<file path="src/rtl/reset_seq_pkg.sv">
// Shared types and constants for the reset sequencer.
// Holds the sequencer state encoding and the saturation limit of the sequence counter.
// Imported by reset_sequencer.
package reset_seq_pkg;

  typedef enum logic [1:0] {
    HOLD = 2'd0,
    STEP = 2'd1,
    RUN  = 2'd2
  } state_t;

  localparam logic [7:0] SEQ_CNT_MAX = 8'd255;

endpackage

</file>
<file path="src/rtl/rst_sync_2ff.sv">
// Two-flop synchroniser for a single level signal from an asynchronous source.
// Latency: 2 clock edges. No backpressure (free-running level path).
// Ports: i_clk, i_rst (async active-high, clears both flops), i_d (async level), o_q (synchronised).
module rst_sync_2ff (
  input  logic i_clk,
  input  logic i_rst,
  input  logic i_d,
  output logic o_q
);

  logic r_meta;
  logic r_sync;

  always_ff @(posedge i_clk or posedge i_rst) begin
    if (i_rst) begin
      r_meta <= 1'b0;
      r_sync <= 1'b0;
    end else begin
      r_meta <= i_d;
      r_sync <= r_meta;
    end
  end

  assign o_q = r_sync;

endmodule

</file>
<file path="src/rtl/reset_sequencer.sv">
// Power-on / soft reset sequencer: holds N_CH resets, then releases them one by one, bit 0 first.
// Latency: rst_out[k] falls HOLD_CYCLES + k*STEP_CYCLES edges after timing starts; outputs registered.
// Backpressure: none; a high soft request restarts the sequence and pins it in HOLD while high.
// Optional macro RESET_SEQ_SYNC_EN: soft request passes through a 2-flop synchroniser (+2 edges).
// Ports: i_clk, i_rst (async active-high), i_soft_req (level), o_rst_out[N_CH], o_busy, o_done,
//        o_seq_count (completed sequences since i_rst, saturating at 255).
module reset_sequencer
  import reset_seq_pkg::*;
#(
  parameter int N_CH        = 3,
  parameter int HOLD_CYCLES = 1048576,
  parameter int STEP_CYCLES = 1024,
  parameter int CNT_W       = 21
) (
  input  logic            i_clk,
  input  logic            i_rst,
  input  logic            i_soft_req,
  output logic [N_CH-1:0] o_rst_out,
  output logic            o_busy,
  output logic            o_done,
  output logic [7:0]      o_seq_count
);

  localparam int CH_W       = (N_CH > 1) ? $clog2(N_CH) : 1;
  localparam int MAX_PERIOD = (HOLD_CYCLES > STEP_CYCLES) ? HOLD_CYCLES : STEP_CYCLES;

  localparam logic [CNT_W-1:0] HOLD_LAST = CNT_W'(HOLD_CYCLES - 1);
  localparam logic [CNT_W-1:0] STEP_LAST = CNT_W'(STEP_CYCLES - 1);
  localparam logic [CH_W-1:0]  CH_LAST   = CH_W'(N_CH - 1);

  // The counter must be able to hold the longest terminal count.
  generate
    if ((64'd1 << CNT_W) <= 64'(MAX_PERIOD - 1)) begin : g_cnt_w_too_small
      $error("reset_sequencer: CNT_W too small for HOLD_CYCLES/STEP_CYCLES");
    end
  endgenerate

  logic w_soft_req;

`ifdef RESET_SEQ_SYNC_EN
  rst_sync_2ff u_soft_sync (
    .i_clk (i_clk),
    .i_rst (i_rst),
    .i_d   (i_soft_req),
    .o_q   (w_soft_req)
  );
`else
  assign w_soft_req = i_soft_req;
`endif

  state_t          r_state;
  logic [CNT_W-1:0] r_cnt;
  logic [CH_W-1:0]  r_ch;
  logic [N_CH-1:0]  r_rst_out;
  logic             r_busy;
  logic             r_done;
  logic [7:0]       r_seq_count;

  always_ff @(posedge i_clk or posedge i_rst) begin
    if (i_rst) begin
      r_state     <= HOLD;
      r_cnt       <= '0;
      r_ch        <= '0;
      r_rst_out   <= '1;
      r_busy      <= 1'b1;
      r_done      <= 1'b0;
      r_seq_count <= 8'd0;
    end else if (w_soft_req) begin
      // Soft request overrides any release scheduled for this edge.
      r_state   <= HOLD;
      r_cnt     <= '0;
      r_ch      <= '0;
      r_rst_out <= '1;
      r_busy    <= 1'b1;
      r_done    <= 1'b0;
    end else begin
      case (r_state)
        HOLD: begin
          if (r_cnt == HOLD_LAST) begin
            r_rst_out[0] <= 1'b0;
            r_cnt        <= '0;
            r_ch         <= CH_W'(1);
            if (N_CH == 1) begin
              r_state <= RUN;
              r_busy  <= 1'b0;
              r_done  <= 1'b1;
              if (r_seq_count != SEQ_CNT_MAX) r_seq_count <= r_seq_count + 8'd1;
            end else begin
              r_state <= STEP;
            end
          end else begin
            r_cnt <= r_cnt + CNT_W'(1);
          end
        end
        STEP: begin
          if (r_cnt == STEP_LAST) begin
            // Clear only the channel currently being released.
            r_rst_out <= r_rst_out & ~(N_CH'(1) << r_ch);
            r_cnt     <= '0;
            r_ch      <= r_ch + CH_W'(1);
            if (r_ch == CH_LAST) begin
              r_state <= RUN;
              r_busy  <= 1'b0;
              r_done  <= 1'b1;
              if (r_seq_count != SEQ_CNT_MAX) r_seq_count <= r_seq_count + 8'd1;
            end
          end else begin
            r_cnt <= r_cnt + CNT_W'(1);
          end
        end
        default: begin
          // RUN: everything released, hold outputs steady.
        end
      endcase
    end
  end

  assign o_rst_out   = r_rst_out;
  assign o_busy      = r_busy;
  assign o_done      = r_done;
  assign o_seq_count = r_seq_count;

endmodule

</file>
<file path="config.mk">
export PLATFORM = sky130hd
export DESIGN_NAME = reset_sequencer
export DESIGN_NICKNAME = d
export VERILOG_FILES = /design/src/rtl/reset_seq_pkg.sv /design/src/rtl/rst_sync_2ff.sv /design/src/rtl/reset_sequencer.sv
export SDC_FILE = /design/constraint.sdc
export NUM_CORES = 1
export LEC_CHECK = 0
export CAP_MARGIN = 20
export CORE_UTILIZATION = 30
export CTS_CLUSTER_DIAMETER = 80
export DETAILED_ROUTE_END_ITERATION = 16
export PLACE_DENSITY_LB_ADDON = 0.05
export SLEW_MARGIN = 30
export SYNTH_ARGS = -nofsm -noshare
export SYNTH_HDL_FRONTEND = slang
export SYNTH_SLANG_ARGS = --single-unit
</file>
<file path="constraint.sdc">
create_clock -name i_clk -period 3.86 [get_ports i_clk]
set_clock_uncertainty 0.2 [all_clocks]
set_input_delay 0.772 -clock i_clk [delete_from_list [all_inputs] [get_ports i_clk]]
set_output_delay 0.772 -clock i_clk [all_outputs]
set_load 0.05 [all_outputs]
</file>
# [Yosys cells after proc, flatten, opt, wreduce, memory -nomap -nowiden]
# Cells that the tools add are included.
[classes] n_eq_ne=8 add_sub_neg=3 shift=1 bitwise_logic=3 muxes=25 n_reduce_logical=10
[op_table] operator="21-bit two-way mux" n=3
[op_table] operator="21-bit case mux with 2 select lines" n=1
[op_table] operator="21-bit by 1-bit adder with 21-bit output (second input constant)" n=1
[op_table] operator="21-bit by 10-bit == test with 1-bit output (second input constant)" n=1
[op_table] operator="21-bit by 20-bit == test with 1-bit output (second input constant)" n=1
[op_table] operator="2-bit two-way mux" n=7
[op_table] operator="1-bit two-way mux" n=9
[op_table] operator="3-bit != test (second input constant)" n=3
[op_table] operator="8-bit by 1-bit adder with 8-bit output (second input constant)" n=1
[op_table] operator="8-bit != test (second input constant)" n=1
[op_table] operator="2-bit case mux with 2 select lines" n=2
[op_table] operator="3-bit two-way mux" n=2
[op_table] operator="3-bit AND reduction" n=2
[op_table] operator="2-bit nonzero test" n=3
[op_table] operator="5-bit AND reduction" n=1
[op_table] operator="4-bit AND reduction" n=1
[op_table] operator="3-bit bitwise AND" n=1
[op_table] operator="3-bit NOT" n=1
[op_table] operator="3-bit nonzero test" n=1
[op_table] operator="1-bit by 2-bit << shifter with 3-bit output (first input constant)" n=1
[op_table] operator="2-bit by 1-bit adder with 2-bit output (second input constant)" n=1
[op_table] operator="2-bit by 1-bit == test with 1-bit output (second input constant)" n=1
[op_table] operator="2-bit == test (second input constant)" n=1
[op_table] operator="2-bit zero test" n=1
[op_table] operator="other kinds (3)" n=3
[word_totals] regBits=38 output_inout_bits=13 input_bits=3

# [Logic depth before layout (Yosys ltp)]
# Gate-level depths: netlist of run 1.
[depth] ltp_word=6 mapped_depth=8 depth_no_buf=6

# [Least setup slack after synthesis of run 1]
# No wires, ideal clock.
[synth_path] kind="flip-flop to flip-flop" start="register r_cnt[0]" end="register r_seq_count[1], in the netlist o_seq_count[1]" n_path_buf=1 period_less_slack_ns=2.337 setup_slack_ns=1.523 arrival_time_ns=2.013 required_time_ns=3.535 path_stages_with_launch=7 cell_sequence="dfrtp_1 -> ha_1 -> nand3_1 -> or4_1 -> buf_2 -> nor4_4 -> mux2_2"
[synth_between] elab_chain_len=2
[synth_lines] item="start, declared" line_no="reset_sequencer.sv:52" source="logic [CNT_W-1:0] r_cnt;"
[synth_lines] item="start signal, assigned" line_no="reset_sequencer.sv:92" source="r_cnt <= r_cnt + CNT_W'(1);"
[synth_lines] item="start signal, assigned" line_no="reset_sequencer.sv:108" source="r_cnt <= r_cnt + CNT_W'(1);"
[synth_lines] item="21-bit by 10-bit == test with 1-bit output" line_no="reset_sequencer.sv:96" source="if (r_cnt == STEP_LAST) begin"
[synth_lines] item="5-bit AND reduction (no line)"
[synth_lines] item="end signal, assigned" line_no="reset_sequencer.sv:87" source="if (r_seq_count != SEQ_CNT_MAX) r_seq_count <= r_seq_count + 8'd1;"
[synth_lines] item="end signal, assigned" line_no="reset_sequencer.sv:105" source="if (r_seq_count != SEQ_CNT_MAX) r_seq_count <= r_seq_count + 8'd1;"
[synth_lines] item="end, declared" line_no="reset_sequencer.sv:57" source="logic [7:0] r_seq_count;"
# Every way passes these cells.
# A chain may end at the register's enable or synchronous reset.

# [Final worst setup path of run 1]
[layout_path] start="register r_cnt[0]" end="register r_cnt[5]"
[layout_between] elab_chain_len=4
[layout_lines] item="21-bit by 1-bit adder with 21-bit output (tied with other cells)" line_no="reset_sequencer.sv:92, reset_sequencer.sv:108"
[layout_lines] item="21-bit two-way mux, on equally long branches" line_no="reset_sequencer.sv:96, reset_sequencer.sv:79"
[layout_lines] item="21-bit case mux with 2 select lines (*)" line_no="reset_sequencer.sv:77" source="case (r_state)"
[layout_lines] item="21-bit two-way mux (*)" line_no="reset_sequencer.sv:68" source="end else if (w_soft_req) begin"
# Every way passes the cells marked *; elsewhere a longest branch is shown, timed or not.

==> out/results.ini, run 1 <==
[status]
status = complete, no violations

[cells_and_area]
area_growth_pct = 15.9
fillers = 639
antenna_cells = 0
fin_cells = 295
multi_input_area_um2 = 945
drive_gt1_frac = 0.0872
final_nets = 225
regArea_um2 = 956

[timing]
finalCriticalPeriod_ns = 2.75
finalSetupViolCount = 0
final_max_slew_viol_count = 0
max_freq_ghz = 0.363
fin_setup_tns_ns = 0
fin_hold_ws_ns = 0.288
fin_crit_sh = 0.713
tightest_slew_ns = 0.699
rsz0062_at_grt = no
hold_viol_final = 0
slew_headroom = 0.534
setup_slack_ns = 1.11

[clock_tree]
numClockSinks = 38
htree_levels = 2
clkLatencyLatePin_ns = 0.29
cts_resized = 0
root_buffer = clkbuf_8
cts_buffers = 5
cts_setup_buffers = 0
ctsHoldBuffers = 0
clockBufferDepth = 2
path_clk_slew_ns = 0.07
cts_tree = done

[synthesis]
ys_seq_area_frac = 0.487
post-synth-top-area-cell = dfrtp_1
synth_flop_cell = dfrtp_1
ys_warn_count = 0
synth_compound_area_frac = 0.0682
synth_mux_area_frac = 0.00574
synth-xor-area-share = 0.0937
synth_fp_nets = 210
synth_edf_count = 0
syn_area_per_cell_um2 = 9.72
yosysTopAreaCellShare = 0.433
yosysMostFrequentCell = dfrtp_1
ys_ff_latch = 38
async_flop_share = 1.00
synthAdderAreaFrac = 0.0319
synth_area_leaders = dfrtp_1, dfstp_2, nor2_1
synth_top_cells_by_count = dfrtp_1, nor2_1, nand3_1
yosysUniqueCellTypes = 37
synth_top_family_by_area = simple AND/OR/NAND/NOR gates
synth_area_mm2 = 0.00196
yosys.area_share.simple = 0.282
netlist_instances = 202

[route]
route.detailed.drc = 0
wire_per_inst_um = 14.8
drtIter0Drc = 44
vias = 1549
firstDrtPassIters = 4
totalWireLength_mm = 4.37
routed_via_density = 5.25
drtAntennaViolNets = 0

[min_path]
min_from = o_done
min_to = o_done
hp-class = reg2reg
holdPathStages = 1

[setup_path]
reg2reg_from = r_cnt[0]
cp-startpoint = r_cnt[0]
path_max_fanout = 15
end_kind = flip-flop
cp_data_required_time_ns = 3.80
rrSetupSlack_ns = 1.11
cp-start-kind = flip-flop
cp.arrival_ns = 2.69
regToRegEndpoint = r_cnt[5]
reg2reg_depth = 6
critPathKind = reg2reg

[grt]
grt_overflow = 0
grt_pass1_wl_mm = 7.38
grt_antenna_before_repair = 0
grt_pass1_vias = 1526
grt_usage = 0.134
grt_max_degree = 39

[place]
port_buffers = 15
hpwl_mm = 3.03
dp_slack_ns = 0.860
place_inst = 287
place_congestion = 0.760

[power_and_ir_drop]
finalPower_uw = 706
ir_drop_mv = 0.138
intPower_uw = 552
clkPwrFrac = 0.397
power_switching_uw = 154
p_leak_uw = 0.000948
p_comb_frac = 0.031
p_sw_frac = 0.218
power_frac_seq = 0.572
p_per_area_mw_per_mm2 = 310

[die]
die_w_um = 82.9
core_region_area_mm2 = 0.00635
die_y_um = 82.9
start_util = 0.309
io_pins = 16
rows = 29
die_area_mm2 = 0.00687

[job]
cap_viol_max_count = 0

-- sequential cells by signal, indices dropped and copies added, names as in the netlist --
signal       cells
o_done           1
o_rst_out        3
r_ch             2
o_busy           1
r_cnt           21
o_seq_count      8
r_state          2
-- area by class of cell --
class,instances,share of cell area
clock buffer,8,0.0396
inverter,6,0.00990
multi-input combinational,149,0.415
sequential,38,0.420
tap,77,0.0424
timing repair buffer,17,0.0726
-- cell families (layout without fill, tap and decap cells) --
| kind of cell | count (synthesis) | after routing |
|---|---|---|
| simple gates | 103 | 103 |
| buf+inv | 15 | 31 |
| fa+ha+maj | 5 | 5 |
| flops | 38 | 38 |
| mux | 1 | 1 |
| xor+xnor | 21 | 21 |
| compound gates | 19 | 19 |
-- critical path, stage by stage (launching register included) --
cell and delay (ns):
dfrtp_1 0.42, ha_1 0.22, nand3_1 0.16, or4_1 0.58
a21o_2 0.32, o21ai_2 0.57, nor3_1 0.13
-- layer usage --
metal	share of wire	track usage
met4	0.016	0.0486
met5	0	0
met1	0.49	0.181
met3	0.045	0.0378
met2	0.45	0.203
-- metrics by stage --
step / utilization / cell area (um^2)
global placement: 0.344 / 2180
floorplan: - / 1960
finish: 0.358 / 2270
CTS: 0.358 / 2270
detailed placement: 0.344 / 2180
global route: 0.358 / 2270
-- placed cells by master (no fill, tap or decap) --
master	Yosys	layout
nor2_1	27	27
and4b_1	1	1
nor2b_1	5	5
a41oi_1	2	2
or4_1	3	3
and3_2	2	2
clkdlybuf4s50_1	0	15
a21oi_1	3	3
nor4_4	1	1
dfstp_2	4	4
o21ai_2	1	1
o311ai_0	1	1
and2_2	1	1
nand2_1	11	11
dfrtp_1	34	34
a211oi_1	1	1
nor4_1	4	4
clkbuf_8	0	6
nand4_1	13	13
a21o_1	2	2
nand3_1	19	19
or3_1	1	1
nor3_1	6	6
xnor2_1	11	11
a311oi_1	1	1
a32o_1	1	1
and3_1	5	5
inv_1	6	6
buf_4	1	2
a22o_1	1	1
nand3b_1	1	1
and4_1	3	3
ha_1	5	5
a21o_2	1	1
mux2_2	1	1
xor2_1	10	10
clkbuf_1	6	2
o21ai_0	5	5
-- worst max-delay path by stage --
stage,endpoint,slack [ns],cells past startpoint
global placement,r_cnt[9],0.91,7
global route,r_cnt[8],0.92,6
floorplan,o_seq_count[1],1.52,6
CTS,r_cnt[5],1.10,6
detailed placement,o_seq_count[1],0.86,5
finish,r_cnt[5],1.11,6
-- power groups by stage --
stage	logic (uW)	clock network, uW	registers (uW)
2_1_floorplan	14.9	0	411
3_3_place_gp	22.3	0	412
3_5_place_dp	23.2	0	411
4_1_cts	23.1	296	404
5_1_grt	25.5	311	404
6_report	21.9	280	404
Note: power is estimated with default switching activity, not from simulation.
==> run 2: changes to the inputs <==
==> constraint.sdc (replaced) <==
create_clock -name i_clk -period 2.4 [get_ports i_clk]
set_clock_uncertainty 0.2 [all_clocks]
set_input_delay 0.48 -clock i_clk [delete_from_list [all_inputs] [get_ports i_clk]]
set_output_delay 0.48 -clock i_clk [all_outputs]
set_load 0.05 [all_outputs]
==> out/results.ini, run 2 (same netlist as run 1, synthesis figures left out) <==
[grt]
grt_usage = 0.143  ; +0.00899
grt_pass1_vias = 1599  ; +4.8%
grt_max_degree = 39  ; unchanged
grt_pass1_wl_mm = 7.82  ; +6.1%
grt_overflow = 0  ; unchanged
grt_antenna_before_repair = 0  ; unchanged

[cells_and_area]
final_cell_mix = dfrtp_1, nor2_1, nand3_1
area_growth_pct = 24.0
drive_gt1_frac = 0.172  ; +0.0845
regMostFlops = r_cnt
final_util = 0.383  ; +0.0252
antenna_cells = 0  ; unchanged
final_nets = 240  ; +6.7%
largest_register_ffs = 21  ; unchanged
final_common_cell = dfrtp_1

[setup_path]
reg2reg_from = r_cnt[0]
critPathKind = reg2out
crit_buf_inv = 1  ; +1
cp_data_required_time_ns = 1.72  ; -2.08 ns
cpMaxStageDelayCell = clkdlybuf4s50_1
crit_path_max_incr_delay_ns = 0.80  ; +0.22 ns
regToRegEndpoint = o_seq_count[1]
path_max_fanout = 3  ; -12
cp_top_family = buffers and inverters
end_kind = primary output
cp.arrival_ns = 1.63  ; -1.06 ns
rrSetupSlack_ns = 0.13  ; -0.98 ns
path_depth = 1  ; -5
worstPathCellList = clkdlybuf4s50_1
reg2reg_depth = 6  ; unchanged
cp-start-kind = flip-flop

[route]
drtAntennaViolNets = 0  ; unchanged
routed_via_density = 5.05  ; -3.9%
route.detailed.drc = 0  ; unchanged
firstDrtPassIters = 4  ; unchanged
vias = 1564  ; +0.97%
totalWireLength_mm = 4.56  ; +4.2%
wire_per_inst_um = 14.7  ; -0.83%
drtIter0Drc = 66  ; +50%

[die]
io_pins = 16  ; unchanged
core_region_area_mm2 = 0.00635  ; unchanged
die_area_mm2 = 0.00687  ; unchanged
rows = 29  ; unchanged
die_w_um = 82.9  ; unchanged
die_y_um = 82.9  ; unchanged
start_util = 0.309  ; unchanged

[power_and_ir_drop]
p_leak_uw = 0.00103  ; +9.1%
p_per_area_mw_per_mm2 = 478  ; +54%
clkPwrFrac = 0.397  ; about the same
ir_drop_mv = 0.223  ; +62%
power_frac_seq = 0.557  ; -0.015
power_switching_uw = 266  ; +73%
p_sw_frac = 0.229  ; +0.0107
intPower_uw = 897  ; +62%
p_comb_frac = 0.046  ; +0.015

[clock_tree]
path_clk_slew_ns = 0.08  ; about the same
ctsHoldBuffers = 0  ; unchanged
numClockSinks = 38  ; unchanged
root_buffer = clkbuf_8
cts_buffers = 5  ; unchanged
cts_tree = done
clkLatencyLatePin_ns = 0.29  ; about the same
cts_resized = 0  ; unchanged
cts_setup_buffers = 0  ; unchanged
htree_levels = 2  ; unchanged
clockBufferDepth = 2  ; unchanged

[status]
status = complete, no violations

[place]
hpwl_mm = 3.37  ; +11%
port_buffers = 15  ; unchanged
place_congestion = 0.778  ; +2.3%

[timing]
slew_headroom = 0.671  ; +0.137
hold_viol_final = 0  ; unchanged
final_max_slew_viol_count = 0  ; unchanged
rsz0062_at_grt = no
finalCriticalPeriod_ns = 2.31
tightest_slew_ns = 0.493  ; -0.206 ns
fin_crit_sh = 0.962
fin_setup_tns_ns = 0  ; unchanged
max_freq_ghz = 0.433
finalSetupViolCount = 0  ; unchanged

[min_path]
min_to = o_busy
hp-class = reg2reg
min_from = o_busy
holdPathStages = 2  ; +1

[job]
cap_viol_max_count = 0  ; unchanged

## run 2: changes by cell type in the layout (fill, tap and decap cells not counted), sizes merged
cell,delta
buf,+15
clkbuf,-2
clkinv,+1
clkinvlp,+1
## run 2: metal layers
layer | wire length [um] | part of all wire | vias up | GRT usage
met3 | 100 | 0.022 | 5 | 0.0239
met4 | 59 | 0.013 | 0 | 0.0564
li1 | - | - | 774 | -
met1 | 2260 | 0.50 | 764 | 0.195
met5 | 0 | 0 | - | 0
met2 | 2140 | 0.47 | 21 | 0.226
## run 2: metrics by stage
step / power (uW) / instances / area (um^2) / hold slack [ns] / worst slack [ns]
floorplan: 684 / 202 / 1960 / 0.297 / 0.0627
global placement: 712 / 302 / 2310 / 0.266 / 0.0871
detailed placement: 714 / 302 / 2310 / 0.274 / 0.0669
CTS: 1180 / 310 / 2400 / 0.292 / 0.0519
global route: 1220 / 310 / 2430 / 0.317 / 0.0108
finish: 1160 / 310 / 2430 / 0.289 / 0.0909
## run 2: final cells by class
class	instances	area [um^2]
inverter	6	22.5
clock inverter	2	12.5
sequential	38	956
timing repair buffer	32	294
tap	77	96.3
fill	654	3920
multi-input combinational	149	971
clock buffer	6	82.6
## run 2: worst max path at each step
stage	from	end
final	o_rst_out[0]	o_rst_out[0]
after global routing	r_cnt[1]	o_seq_count[1]
after CTS	r_cnt[0]	o_seq_count[1]
after detailed placement	i_soft_req	o_seq_count[1]
after global placement	i_soft_req	o_seq_count[1]
after floorplan	r_cnt[0]	o_seq_count[1]
## run 2: power by group through the flow
stage | clock [uW] | combinational (uW) | sequential (uW)
after CTS | 477 | 54.7 | 647
after detailed placement | 0 | 54.5 | 659
final | 462 | 53.7 | 647
after floorplan | 0 | 24.0 | 660
after global placement | 0 | 53.5 | 659
after global routing | 508 | 60.7 | 648
